**src/rtl/datagram_packer_pkg.sv**
```systemverilog
`default_nettype none
// ============================================================================
// Package  : datagram_packer_pkg
// Brief    : Shared widths, scene codes and the AlienData record for the packer.
// Revision : 1.0 - initial release
// ============================================================================
package datagram_packer_pkg;

  localparam int STATE_SIZE           = 3;
  localparam int LEVEL_SIZE           = 4;
  localparam int SCORE_SIZE           = 16;
  localparam int SCOREBOARD_DATA_SIZE = 12;
  localparam int OBJ_LIMIT            = 8;
  localparam int LASER_SIZE           = 14;
  localparam int ALIEN_SIZE           = 35;
  localparam int FRAME_DATA_SIZE      = LASER_SIZE + ALIEN_SIZE * OBJ_LIMIT;
  localparam int MESSAGE_SIZE         = STATE_SIZE + LEVEL_SIZE + SCORE_SIZE + FRAME_DATA_SIZE;

  localparam logic [STATE_SIZE-1:0] SCENE_TITLE      = STATE_SIZE'(0);
  localparam logic [STATE_SIZE-1:0] SCENE_PLAY       = STATE_SIZE'(1);
  localparam logic [STATE_SIZE-1:0] SCENE_SCOREBOARD = STATE_SIZE'(2);
  localparam logic [STATE_SIZE-1:0] SCENE_GAME_OVER  = STATE_SIZE'(3);

  // Declared MSB first so the packed bits match the slot layout LSB first
  typedef struct packed {
    logic [1:0] _deriv_right;
    logic [1:0] _deriv_left;
    logic [9:0] _y_pos;
    logic [9:0] _x_pos;
    logic [1:0] _quadrant;
    logic [3:0] _r;
    logic [1:0] _frame_num;
    logic [1:0] _type;
    logic       _active;
  } AlienData;

  function automatic logic [LASER_SIZE-1:0] pack_laser(input logic       active,
                                                       input logic [3:0] r,
                                                       input logic [8:0] deg);
    return {deg, r, active};
  endfunction

endpackage
`default_nettype wire

```
**src/rtl/datagram_packer_sorted_insert_list.sv**
```systemverilog
`default_nettype none
// ============================================================================
// Module   : sorted_insert_list
// Brief    : Record list with clear, single-cycle insert and parallel read.
//            DATAGRAM_SORT_EN: stable ascending-_r insertion, else append.
// Revision : 1.0 - initial release
// ============================================================================
module sorted_insert_list
  import datagram_packer_pkg::*;
#(
  parameter int SLOTS = OBJ_LIMIT,
  parameter int CW    = $clog2(SLOTS + 1)
) (
  input  logic          clk,
  input  logic          rst,
  input  logic          clear,
  input  logic          insert,
  input  AlienData      rec,
  output AlienData      entries [SLOTS],
  output logic [CW-1:0] count
);

  localparam logic [CW-1:0] c_slots = CW'(SLOTS);

  AlienData      r_entries [SLOTS];
  AlienData      w_prev    [SLOTS];
  logic [CW-1:0] r_count;
  logic [CW-1:0] w_pos;
  logic          w_accept;

  assign w_accept = insert && (r_count < c_slots);

`ifdef DATAGRAM_SORT_EN
  // First occupied slot holding a strictly larger _r; equal keys stay ahead
  always_comb begin
    w_pos = r_count;
    for (int i = SLOTS - 1; i >= 0; i--) begin
      if ((CW'(i) < r_count) && (rec._r < r_entries[i]._r)) w_pos = CW'(i);
    end
  end
`else
  assign w_pos = r_count;
`endif

  always_comb begin
    w_prev[0] = '0;
    for (int i = 1; i < SLOTS; i++) w_prev[i] = r_entries[i-1];
  end

  always_ff @(posedge clk or negedge rst) begin
    if (!rst) begin
      r_count <= '0;
      for (int i = 0; i < SLOTS; i++) r_entries[i] <= '0;
    end else if (clear) begin
      r_count <= '0;
      for (int i = 0; i < SLOTS; i++) r_entries[i] <= '0;
    end else if (w_accept) begin
      r_count <= r_count + 1'b1;
      for (int i = 0; i < SLOTS; i++) begin
        if (CW'(i) == w_pos)     r_entries[i] <= rec;
        else if (CW'(i) > w_pos) r_entries[i] <= w_prev[i];
      end
    end
  end

  assign entries = r_entries;
  assign count   = r_count;

endmodule
`default_nettype wire

```
**src/rtl/datagram_packer.sv**
```systemverilog
`default_nettype none
// ============================================================================
// Module   : datagram_packer
// Brief    : Collects alien records per frame and publishes a packed datagram.
//            DATAGRAM_SORT_EN selects sorted insertion in the record list.
// Revision : 1.0 - initial release
// ============================================================================
module datagram_packer
  import datagram_packer_pkg::*;
#(
  parameter int SLOTS = OBJ_LIMIT
) (
  input  logic                            clk,
  input  logic                            rst,
  input  logic [STATE_SIZE-1:0]           core_state,
  input  logic [SCORE_SIZE-1:0]           score,
  input  logic [LEVEL_SIZE-1:0]           level,
  input  logic                            laser_active,
  input  logic [3:0]                      laser_r,
  input  logic [8:0]                      laser_deg,
  input  logic [SCOREBOARD_DATA_SIZE-1:0] scoreboard_data,
  input  logic                            frame_start,
  input  logic                            frame_end,
  input  logic                            rec_valid,
  output logic                            rec_ready,
  input  AlienData                        rec,
  output logic [MESSAGE_SIZE-1:0]         datagram,
  output logic                            dgram_update,
  output logic                            overflow
);

  localparam int            CW      = $clog2(SLOTS + 1);
  localparam logic [CW-1:0] c_slots = CW'(SLOTS);

  typedef enum logic [1:0] {
    IDLE    = 2'd0,
    COLLECT = 2'd1,
    COMMIT  = 2'd2
  } state_t;

  state_t                          r_state;
  state_t                          w_next_state;
  AlienData                        w_entries [SLOTS];
  logic [CW-1:0]                   w_count;
  logic                            w_insert;
  logic [FRAME_DATA_SIZE-1:0]      w_commit_data;
  logic [FRAME_DATA_SIZE-1:0]      r_frame_data;
  logic [SCORE_SIZE-1:0]           r_score;
  logic [LEVEL_SIZE-1:0]           r_level;
  logic [STATE_SIZE-1:0]           r_scene;
  logic [SCOREBOARD_DATA_SIZE-1:0] r_sb_data;
  logic                            r_dgram_update;
  logic                            r_overflow;

  always_ff @(posedge clk or negedge rst) begin
    if (!rst) r_state <= IDLE;
    else      r_state <= w_next_state;
  end

  always_comb begin
    w_next_state = r_state;
    case (r_state)
      IDLE:    w_next_state = IDLE;
      COLLECT: if (frame_end) w_next_state = COMMIT;
      COMMIT:  w_next_state = IDLE;
      default: w_next_state = IDLE;
    endcase
    if (frame_start) w_next_state = COLLECT;
  end

  assign rec_ready = (r_state == COLLECT) && (w_count < c_slots);
  // Inactive records complete the handshake but never enter the list
  assign w_insert  = rec_valid && rec_ready && rec._active && !frame_start;

  sorted_insert_list #(
    .SLOTS (SLOTS),
    .CW    (CW)
  ) u_list (
    .clk     (clk),
    .rst     (rst),
    .clear   (frame_start),
    .insert  (w_insert),
    .rec     (rec),
    .entries (w_entries),
    .count   (w_count)
  );

  always_ff @(posedge clk or negedge rst) begin
    if (!rst) begin
      r_overflow <= 1'b0;
    end else if (frame_start) begin
      r_overflow <= 1'b0;
    end else if ((r_state == COLLECT) && (w_count == c_slots) && rec_valid && rec._active) begin
      r_overflow <= 1'b1;
    end
  end

  assign w_commit_data[LASER_SIZE-1:0] = pack_laser(laser_active, laser_r, laser_deg);

  for (genvar k = 0; k < OBJ_LIMIT; k++) begin : g_slot
    if (k < SLOTS) begin : g_used
      assign w_commit_data[LASER_SIZE + ALIEN_SIZE*k +: ALIEN_SIZE] = w_entries[k];
    end else begin : g_pad
      assign w_commit_data[LASER_SIZE + ALIEN_SIZE*k +: ALIEN_SIZE] = '0;
    end
  end

  always_ff @(posedge clk or negedge rst) begin
    if (!rst) begin
      r_scene        <= '0;
      r_sb_data      <= '0;
      r_level        <= '0;
      r_score        <= '0;
      r_frame_data   <= '0;
      r_dgram_update <= 1'b0;
    end else begin
      r_scene        <= core_state;
      r_sb_data      <= scoreboard_data;
      r_dgram_update <= (r_state == COMMIT);
      if (r_state == COMMIT) begin
        r_level      <= level;
        r_score      <= score;
        r_frame_data <= w_commit_data;
      end
    end
  end

  // Scoreboard scene overlays the payload; the committed frame copy is kept intact
  always_comb begin
    datagram                   = '0;
    datagram[STATE_SIZE-1:0]   = r_scene;
    if (r_scene == SCENE_SCOREBOARD)
      datagram[STATE_SIZE +: SCOREBOARD_DATA_SIZE] = r_sb_data;
    else
      datagram[MESSAGE_SIZE-1:STATE_SIZE] = {r_frame_data, r_score, r_level};
  end

  assign dgram_update = r_dgram_update;
  assign overflow     = r_overflow;

endmodule
`default_nettype wire

```
**config.mk**
```make
export PLATFORM = sky130hd
export DESIGN_NAME = datagram_packer
export DESIGN_NICKNAME = d
export VERILOG_FILES = /design/src/rtl/datagram_packer_pkg.sv /design/src/rtl/datagram_packer_sorted_insert_list.sv /design/src/rtl/datagram_packer.sv
export SDC_FILE = /design/constraint.sdc
export NUM_CORES = 1
export LEC_CHECK = 0
export ABC_CLOCK_PERIOD_IN_PS = 4300
export CORE_ASPECT_RATIO = 1.5
export CORE_UTILIZATION = 55
export CTS_CLUSTER_DIAMETER = 200
export DETAILED_ROUTE_END_ITERATION = 8
export PLACE_DENSITY = 0.86
export SETUP_SLACK_MARGIN = 0.4
export SLEW_MARGIN = 20
export SYNTH_ARGS = -nofsm -noshare
export SYNTH_HDL_FRONTEND = slang
export SYNTH_SLANG_ARGS = --single-unit
```
**constraint.sdc**
```tcl
create_clock -name clk -period 4.3 [get_ports clk]
set_clock_uncertainty 0.05 [all_clocks]
set_input_delay 0.86 -clock clk [delete_from_list [all_inputs] [get_ports clk]]
set_output_delay 0.86 -clock clk [all_outputs]
set_load 0.01 [all_outputs]
```
==> results.toml, run 1 <==
[floorplan]
die_x_um = 187
die-area_um2 = 52500
row_count = 101
ios = 409
die_h_um = 280
start_util = 0.558
fp.coreArea_um2 = 50800

[synthesis]
synthTopCellsByArea = "dfrtp_1 (54%), nand2_1 (12%), mux2i_1 (7.2%)"
synth_seq_area_share = 0.545
synth_seq_cells = 617
ys.flop_type = "dfrtp_1"
ys_async_sr_fraction = 1.00
yosys_warnings = 0
synth_common_cells = "nand2_1 (943), dfrtp_1 (617), nor2b_1 (305)"
ys_types = 48
syn_avg_cell_area_um2 = 9.77
yosysMostFrequentCell = "nand2_1"
synth.top_cell.area_share = 0.545
syn-cell-area_um2 = 28300
synth_top_cell_by_area = "dfrtp_1"
synth_cells = 2900
synth_enable_flop_cells = 0
synth_nets = 2993

[layout]
syn_to_final_growth_pct = 21.7
n_fill_cell = 3848
nets = 3267
multi_input_area_um2 = 11700
area.sequential_um2 = 15400
drive_gt1_frac = 0.0631

[critical_path]
path_class = "flop to primary output"
r2r_start = "u_list.count[3]"
cpPeakStageDelay_ps = 530
start_kind = "flop"
r2r_slack_ps = 1520
crit_path_end_kind = "primary output"
crit_chain = "nor3b_4 > buf_4 > buf_12 > nor2b_1 > clkdlybuf4s50_1"
critPathSlowestCell = "clkdlybuf4s50_1"
reg2reg_depth = 5
cp.required_ps = 3390
cp_max_fo = 113
regToRegEndpoint = "u_list.entries[81]"
arrival_ps = 2800

[placed_design]
dp_worst_setup_slack_ps = 1160
place_congestion = 0.945
io_buffers = 408
hpwlAfterDp_mm = 62.0

[sta]
slew_violations = 0
slew_headroom = 0.239
post-route-min-period_ps = 3710
worstMarginPinSlew_ps = 1140
worst_slack_ps = 587
setup_violations = 0
fin_tns_setup_ps = 0
fmax_mhz = 269
rsz0062_at_grt = "false"
holdWs_ps = 204
min_period_over_period = 0.864
hold_viol = 0

[global_routing]
grt_overflow_total = 0
grtUsageTotal = 0.348
grt_max_degree = 171
antenna_found_initial = 2
grt_pass1_vias = 23100
grt_pass1_wl_mm = 139

[clocking]
ctsResizeCount = 0
root_buffer = "clkbuf_16"
path_clk_slew_ps = 70
postCtsHoldBufs = 0
cts_tree = "yes"
clock_latency_ps = 600
post-cts-setup-buffer-count = 0
ctsLongestPathBuffers = 3
htree_levels = 2
cts_num_sinks = 617
cts_buffers = 56

[job]
cap_violations = 0

[pwr]
ir_drop_mv = 0.314
powerDensity_nw_per_um2 = 390
leakagePower_nw = 15.9

[detailed_routing]
wl_per_cell_um = 23.7
vias = 23300
vias_per_cell = 6.00
drc = 0
final_antenna_net_count = 0
wirelength_mm = 92.3
drtPass1Iterations = 6
initialDrtViolationCount = 2511

[outcome]
status = "completed"

[min_path]
min_path_type = "primary input to asynchronous set/reset pin"
[power breakdown]
group / leakage [nW] / switching (W) / internal (W) / total (W)
Sequential: 8.42 / 0.000250 / 0.00614 / 0.00639
Combinational: 6.54 / 0.00101 / 0.000826 / 0.00183
Clock: 0.929 / 0.00225 / 0.00297 / 0.00522
[metrics by stage]
| stage | instances | area (um2) | util | power [W] |
|---|---|---|---|---|
| floorplan | 2900 | 28300 | - | 0.00729 |
| global placement | 3785 | 32600 | 0.642 | 0.00824 |
| detailed placement | 3785 | 32600 | 0.642 | 0.00830 |
| CTS | 3885 | 34500 | 0.679 | 0.0135 |
| global route | 3886 | 34500 | 0.679 | 0.0138 |
| finish | 3887 | 34500 | 0.679 | 0.0134 |
[layout by cell type (no fill, tap or decap), types with 36 or more instances in the layout]
cell type	netlist	routed
a211oi_1	70	70
a21oi_1	112	112
clkbuf_16	0	57
clkdlybuf4s50_1	0	405
dfrtp_1	617	616
inv_1	37	37
mux2i_1	204	204
nand2_1	943	943
nor2b_1	305	304
o21ai_0	36	36
o2bb2ai_1	105	105
[how the worst max path moves through the flow]
stage                    start  slack (ps)  depth (start not counted)                  end
CTS                 r_scene[0]         580                          5        datagram[135]
global route        r_scene[0]         460                          5        datagram[265]
floorplan           r_scene[0]        1910                          4        datagram[256]
global placement     rec_valid        1290                          6  u_list.entries[203]
detailed placement   rec_valid        1160                          6  u_list.entries[190]
finish              r_scene[0]         590                          5        datagram[135]
[state kept, by name, indices dropped and copies added (netlist names)]
name and flops:
r_level 4, dgram_update 1, r_scene 3, r_score 16, u_list.count 4, overflow 1, r_sb_data 12, r_state 2
u_list.entries 280, r_frame_data 294
[worst max-delay path: cells and delay by family (launching register included)]
family,cells,cell delay [ps]
buffers and inverters,3,1260
AND/OR/NAND/NOR,2,430
flip-flops,1,400
[cell families (layout without fill, tap and decap cells)]
kind of cell | count (synthesis) | in the layout | synth area share
DFF | 617 | 617 | 0.545
other | 0 | 2 | 0
AOI/OAI and AO/OA | 405 | 405 | 0.105
adders and majority gates | 4 | 4 | 0.00177
buffers and inverters | 274 | 590 | 0.0460
and+or+nand+nor | 1384 | 1384 | 0.225
muxes | 216 | 216 | 0.0768
[layer usage]
layer | GRT usage | wire (um)
met4 | 0.261 | 7950
met3 | 0.0493 | 6850
met1 | 0.422 | 33600
met5 | 0 | 0
met2 | 0.568 | 43900
[final cells by class]
| class | count | area share |
|---|---|---|
| flip-flops and latches | 617 | 0.448 |
| multi-input cells | 2009 | 0.338 |
| repair buffers | 451 | 0.131 |
| clock buffers | 74 | 0.0452 |
| well taps | 669 | 0.0243 |
| clock inverters | 26 | 0.00939 |
| inverters | 39 | 0.00446 |
| diodes | 2 | 0.000145 |
(Power assumes the default switching activity.)
==> run 2: changes to the inputs <==
CORE_UTILIZATION = 59   (was 55)
PLACE_DENSITY = 0.91   (was 0.86)
==> run 2 against run 1 <==
- sequential share of layout area grew 0.18 points
- global-route usage grew 2.6 points
- combinational power is essentially flat
- clock power shrank 3%
- maximum frequency grew 0.49%
- first-iteration DRC count grew 19%
- setup slack gained 18 ps
- largest power group unchanged
- highest routed layer is now met5
==> results.toml, run 2 (synthesis gave the netlist of run 1 again) <==
[outcome]
status = "completed"

[sta]
slew_headroom = 0.303
worst_slack_ps = 605
holdWs_ps = 279
fin_tns_setup_ps = 0
min_period_over_period = 0.859
setup_violations = 0
slew_violations = 0
fmax_mhz = 271
worstMarginPinSlew_ps = 1050
post-route-min-period_ps = 3690
hold_viol = 0
rsz0062_at_grt = "false"

[critical_path]
crit_buf_inv = 2
path_class = "flop to primary output"
arrival_ps = 2780
cpPeakStageDelay_ps = 510
critical_path.top_delay_family = "buffers and inverters"
start_kind = "flop"
critPathSlowestCell = "clkdlybuf4s50_1"
crit_path_end_kind = "primary output"
crit_chain = "nor3b_4 > buf_12 > mux2_2 > clkdlybuf4s50_1"
cp_max_fo = 149
cp.required_ps = 3390

[placed_design]
dpl_cell_area_um2 = 32500
io_buffers = 408
place_congestion = 0.959
dp_worst_setup_slack_ps = 1230
hpwlAfterDp_mm = 61.2

[floorplan]
die_x_um = 181
start_util = 0.596
die-area_um2 = 48900
die_h_um = 270
row_count = 98
ios = 409
fp.coreArea_um2 = 47600

[pwr]
leakagePower_nw = 15.8
p_int_w = 0.00981
p_sw_frac = 0.262
p_total_w = 0.0133
power_frac_clock = 0.380
ir_drop_mv = 0.299
combPwrFrac = 0.139
p_seq_frac = 0.481
powerDensity_nw_per_um2 = 387
p_switching_w = 0.00349

[layout]
final_common_cell = "nand2_1"
top_register = "r_frame_data"
largest_register_ffs = 294
drive_gt1_frac = 0.0601
syn_to_final_growth_pct = 21.2
nets = 3261
final_cell_mix = "nand2_1 (943), dfrtp_1 (616), clkdlybuf4s50_1 (405)"
fin_area_um2 = 34400

[detailed_routing]
wl_per_cell_um = 24.0
final_antenna_net_count = 0
drtPass1Iterations = 6
drc = 0
wirelength_mm = 91.5
vias = 23600
vias_per_cell = 6.18
initialDrtViolationCount = 2976

[min_path]
min_path_type = "primary input to asynchronous set/reset pin"

[clocking]
root_buffer = "clkbuf_16"
path_clk_slew_ps = 60
cts_buffers = 54
post-cts-setup-buffer-count = 0
clock_latency_ps = 600
htree_levels = 2
cts_num_sinks = 617
cts_tree = "yes"
ctsResizeCount = 0
postCtsHoldBufs = 0
ctsLongestPathBuffers = 3

[global_routing]
grtUsageTotal = 0.375
grt_max_degree = 181
grt_overflow_total = 0
grt_pass1_wl_mm = 139
grt_pass1_vias = 23400
antenna_found_initial = 6

[job]
cap_violations = 0
run 2: layer usage:
| metal | wire length, um | track usage |
|---|---|---|
| met1 | 32200 | 0.455 |
| met3 | 7710 | 0.0650 |
| met5 | 17 | 0 |
| met4 | 8720 | 0.306 |
| met2 | 42900 | 0.589 |
run 2: path summary, 6_finish.rpt:
kind | startpoint | to | slack, ps | cells past startpoint
min reg2reg | r_frame_data[176] | r_frame_data[176] | 420 | 2
max reg2reg | u_list.count[2] | u_list.entries[101] | 1650 | 4
max in group asynchronous | rst | u_list.entries[0] | 2770 | 2
max | r_scene[0] | datagram[7] | 610 | 4
min in group clk | r_frame_data[176] | r_frame_data[176] | 420 | 2
min | rst | r_frame_data[180] | 280 | 1
run 2: through the flow:
step / instances / util
floorplan: 2900 / -
global placement: 3712 / 0.684
detailed placement: 3712 / 0.684
CTS: 3810 / 0.722
global route: 3812 / 0.722
finish: 3814 / 0.722
run 2: area by class of cell:
class | count | area, um2
diodes | 4 | 10.0
clock buffers | 80 | 1580
clock inverters | 18 | 234
fillers | 3316 | 13200
inverters | 39 | 154
multi-input cells | 2009 | 11700
flip-flops and latches | 617 | 15400
well taps | 600 | 751
repair buffers | 447 | 4530
run 2: power groups by stage:
stage          Sequential (W)  Clock, W  Combinational [W]
3_5_place_dp          0.00649         0            0.00183
3_3_place_gp          0.00647         0            0.00178
5_1_grt               0.00642   0.00529            0.00199
4_1_cts               0.00638   0.00505            0.00185
6_report              0.00640   0.00505            0.00186
2_1_floorplan         0.00637         0           0.000915
==> run 3: changes to the inputs <==
ABC_CLOCK_PERIOD_IN_PS = 3000   (was 4300)
CORE_UTILIZATION = 50   (was 59)
PLACE_DENSITY = 0.82   (was 0.91)
clock period = 3 ns   (was 4.3 ns; I/O delays follow)
==> run 3 against run 2 <==
- cell area up 6.5%
- critical endpoint is now datagram[8]
- die area grew 18%
- register-to-register slack worse by 1200 ps
- combinational power grew 53%
- largest power group unchanged
==> results.toml, run 3 (synthesis gave the netlist of run 1 again) <==
[critical_path]
cpPeakStageDelay_ps = 420
cp.required_ps = 2350
arrival_ps = 2300
crit_buf_inv = 5
crit_path_end_kind = "primary output"
cp_max_fo = 8
crit_chain = "nor3b_4 > buf_12 > clkbuf_16 > buf_8 > buf_6 > mux2_4 > buf_6"
start_kind = "flop"
path_class = "flop to primary output"
critPathSlowestCell = "dfrtp_1"
crit_path_frequent_cell = "buf_6"
critical_path.top_delay_family = "buffers and inverters"

[sta]
slew_headroom = 0.294
fmax_mhz = 339
worstMarginPinSlew_ps = 1060
post-route-min-period_ps = 2950
min_period_over_period = 0.982
rsz0062_at_grt = "true"
fin_tns_setup_ps = 0
setup_violations = 0
hold_viol = 0
slew_violations = 0

[detailed_routing]
drtPass1Iterations = 6
wirelength_mm = 104
vias = 24400
vias_per_cell = 5.90
final_antenna_net_count = 0
drc = 0
wl_per_cell_um = 25.1
initialDrtViolationCount = 2433

[clocking]
ctsLongestPathBuffers = 3
path_clk_slew_ps = 70
root_buffer = "clkbuf_16"
cts_num_sinks = 617
htree_levels = 2
cts_buffers = 56
cts_tree = "yes"
clock_latency_ps = 630

[floorplan]
fp.coreArea_um2 = 55800
start_util = 0.508
die-area_um2 = 57700
ios = 409
die_x_um = 196
row_count = 106
die_h_um = 294

[placed_design]
io_buffers = 408
dpl_cell_area_um2 = 33200
hpwlAfterDp_mm = 65.2
place_congestion = 0.906

[pwr]
p_switching_w = 0.00536
p_seq_frac = 0.457
leakagePower_nw = 18.4
ir_drop_mv = 0.405
power_frac_clock = 0.402
p_sw_frac = 0.266
combPwrFrac = 0.141
powerDensity_nw_per_um2 = 550
p_int_w = 0.0148

[job]
cap_violations = 0

[layout]
top_register = "r_frame_data"
largest_register_ffs = 294
syn_to_final_growth_pct = 29.0
final_cell_mix = "nand2_1 (943), dfrtp_1 (616), nor2b_1 (261)"
final_common_cell = "nand2_1"
nets = 3428
fin_area_um2 = 36600
drive_gt1_frac = 0.186

[global_routing]
grtUsageTotal = 0.346
grt_pass1_wl_mm = 149
grt_overflow_total = 0
antenna_found_initial = 4
grt_max_degree = 219
grt_pass1_vias = 23500

[min_path]
min_path_type = "primary input to flop"

[outcome]
status = "completed"
## run 3: cell count changes in the layout (fill, tap and decap cells not counted), moves of 15 or more
cell	before	now
nor2b_1	304	261
buf_2	1	85
clkbuf_2	0	89
buf_12	12	34
nor2b_2	1	16
clkdlybuf4s50_1	405	92
buf_16	0	20
buf_6	1	64
nor2b_4	0	28
dlygate4sd2_1	0	52
buf_4	27	104
dlymetal6s2s_1	0	37
## run 3: path summary, 6_finish.rpt
path	endpoint	start	cells past startpoint	slack, ps
setup / recovery	datagram[8]	r_scene[0]	7	50
hold / removal	u_list.count[2]	rec[0]	3	330
setup reg to reg	u_list.entries[109]	u_list.count[1]	5	500
hold reg to reg	r_frame_data[183]	r_frame_data[183]	2	420
max in group asynchronous	r_frame_data[15]	rst	4	1590
min in group asynchronous	r_frame_data[75]	rst	2	390
## run 3: what timing repair did
action,in CTS,in global routing
setup buffers,44,40
endpoints found under the hold margin,27,0
pin swaps,1,1
gates resized for setup,523,487
gates cloned,16,13
endpoints found under the setup margin,315,323
hold buffers,1,0
## run 3: cell type report
cell class / instances / area (um2)
timing repair buffer: 612 / 6020
multi-input combinational: 2009 / 11900
clock inverter: 34 / 528
antenna: 4 / 10.0
tap: 756 / 946
inverter: 39 / 154
fill: 4273 / 19300
clock buffer: 71 / 1540
sequential: 617 / 15400
## run 3: worst register-to-register path, stage by stage, from the launching register on
cell,delay [ps]
dfrtp_1,670
inv_1,90
ha_1,250
nand2b_1,190
a31oi_4,860
a221o_1,320
## run 3: metal layers
layer | part of all wire | global-route usage | vias to the layer above
met3 | 0.079 | 0.0568 | 378
li1 | - | - | 10500
met2 | 0.48 | 0.563 | 1439
met5 | 0.00031 | 0 | -
met4 | 0.082 | 0.235 | 4
met1 | 0.36 | 0.422 | 12100
## run 3: stage by stage
step	utilization	hold slack, ps	setup WS (ps)	cells	total power (W)
after floorplan	-	254	835	2900	0.0104
final	0.655	326	53.4	4142	0.0201
after global routing	0.655	356	32.1	4138	0.0207
after detailed placement	0.595	404	237	3919	0.0120
after global placement	0.595	399	267	3919	0.0119
after CTS	0.641	319	2.69	4085	0.0199
## run 3: power by group through the flow
stage,Sequential [W],Combinational [W],Clock (W)
after floorplan,0.00913,0.00131,0
after global placement,0.00930,0.00264,0
after detailed placement,0.00931,0.00268,0
after CTS,0.00916,0.00267,0.00807
after global routing,0.00922,0.00304,0.00840
final,0.00919,0.00284,0.00808
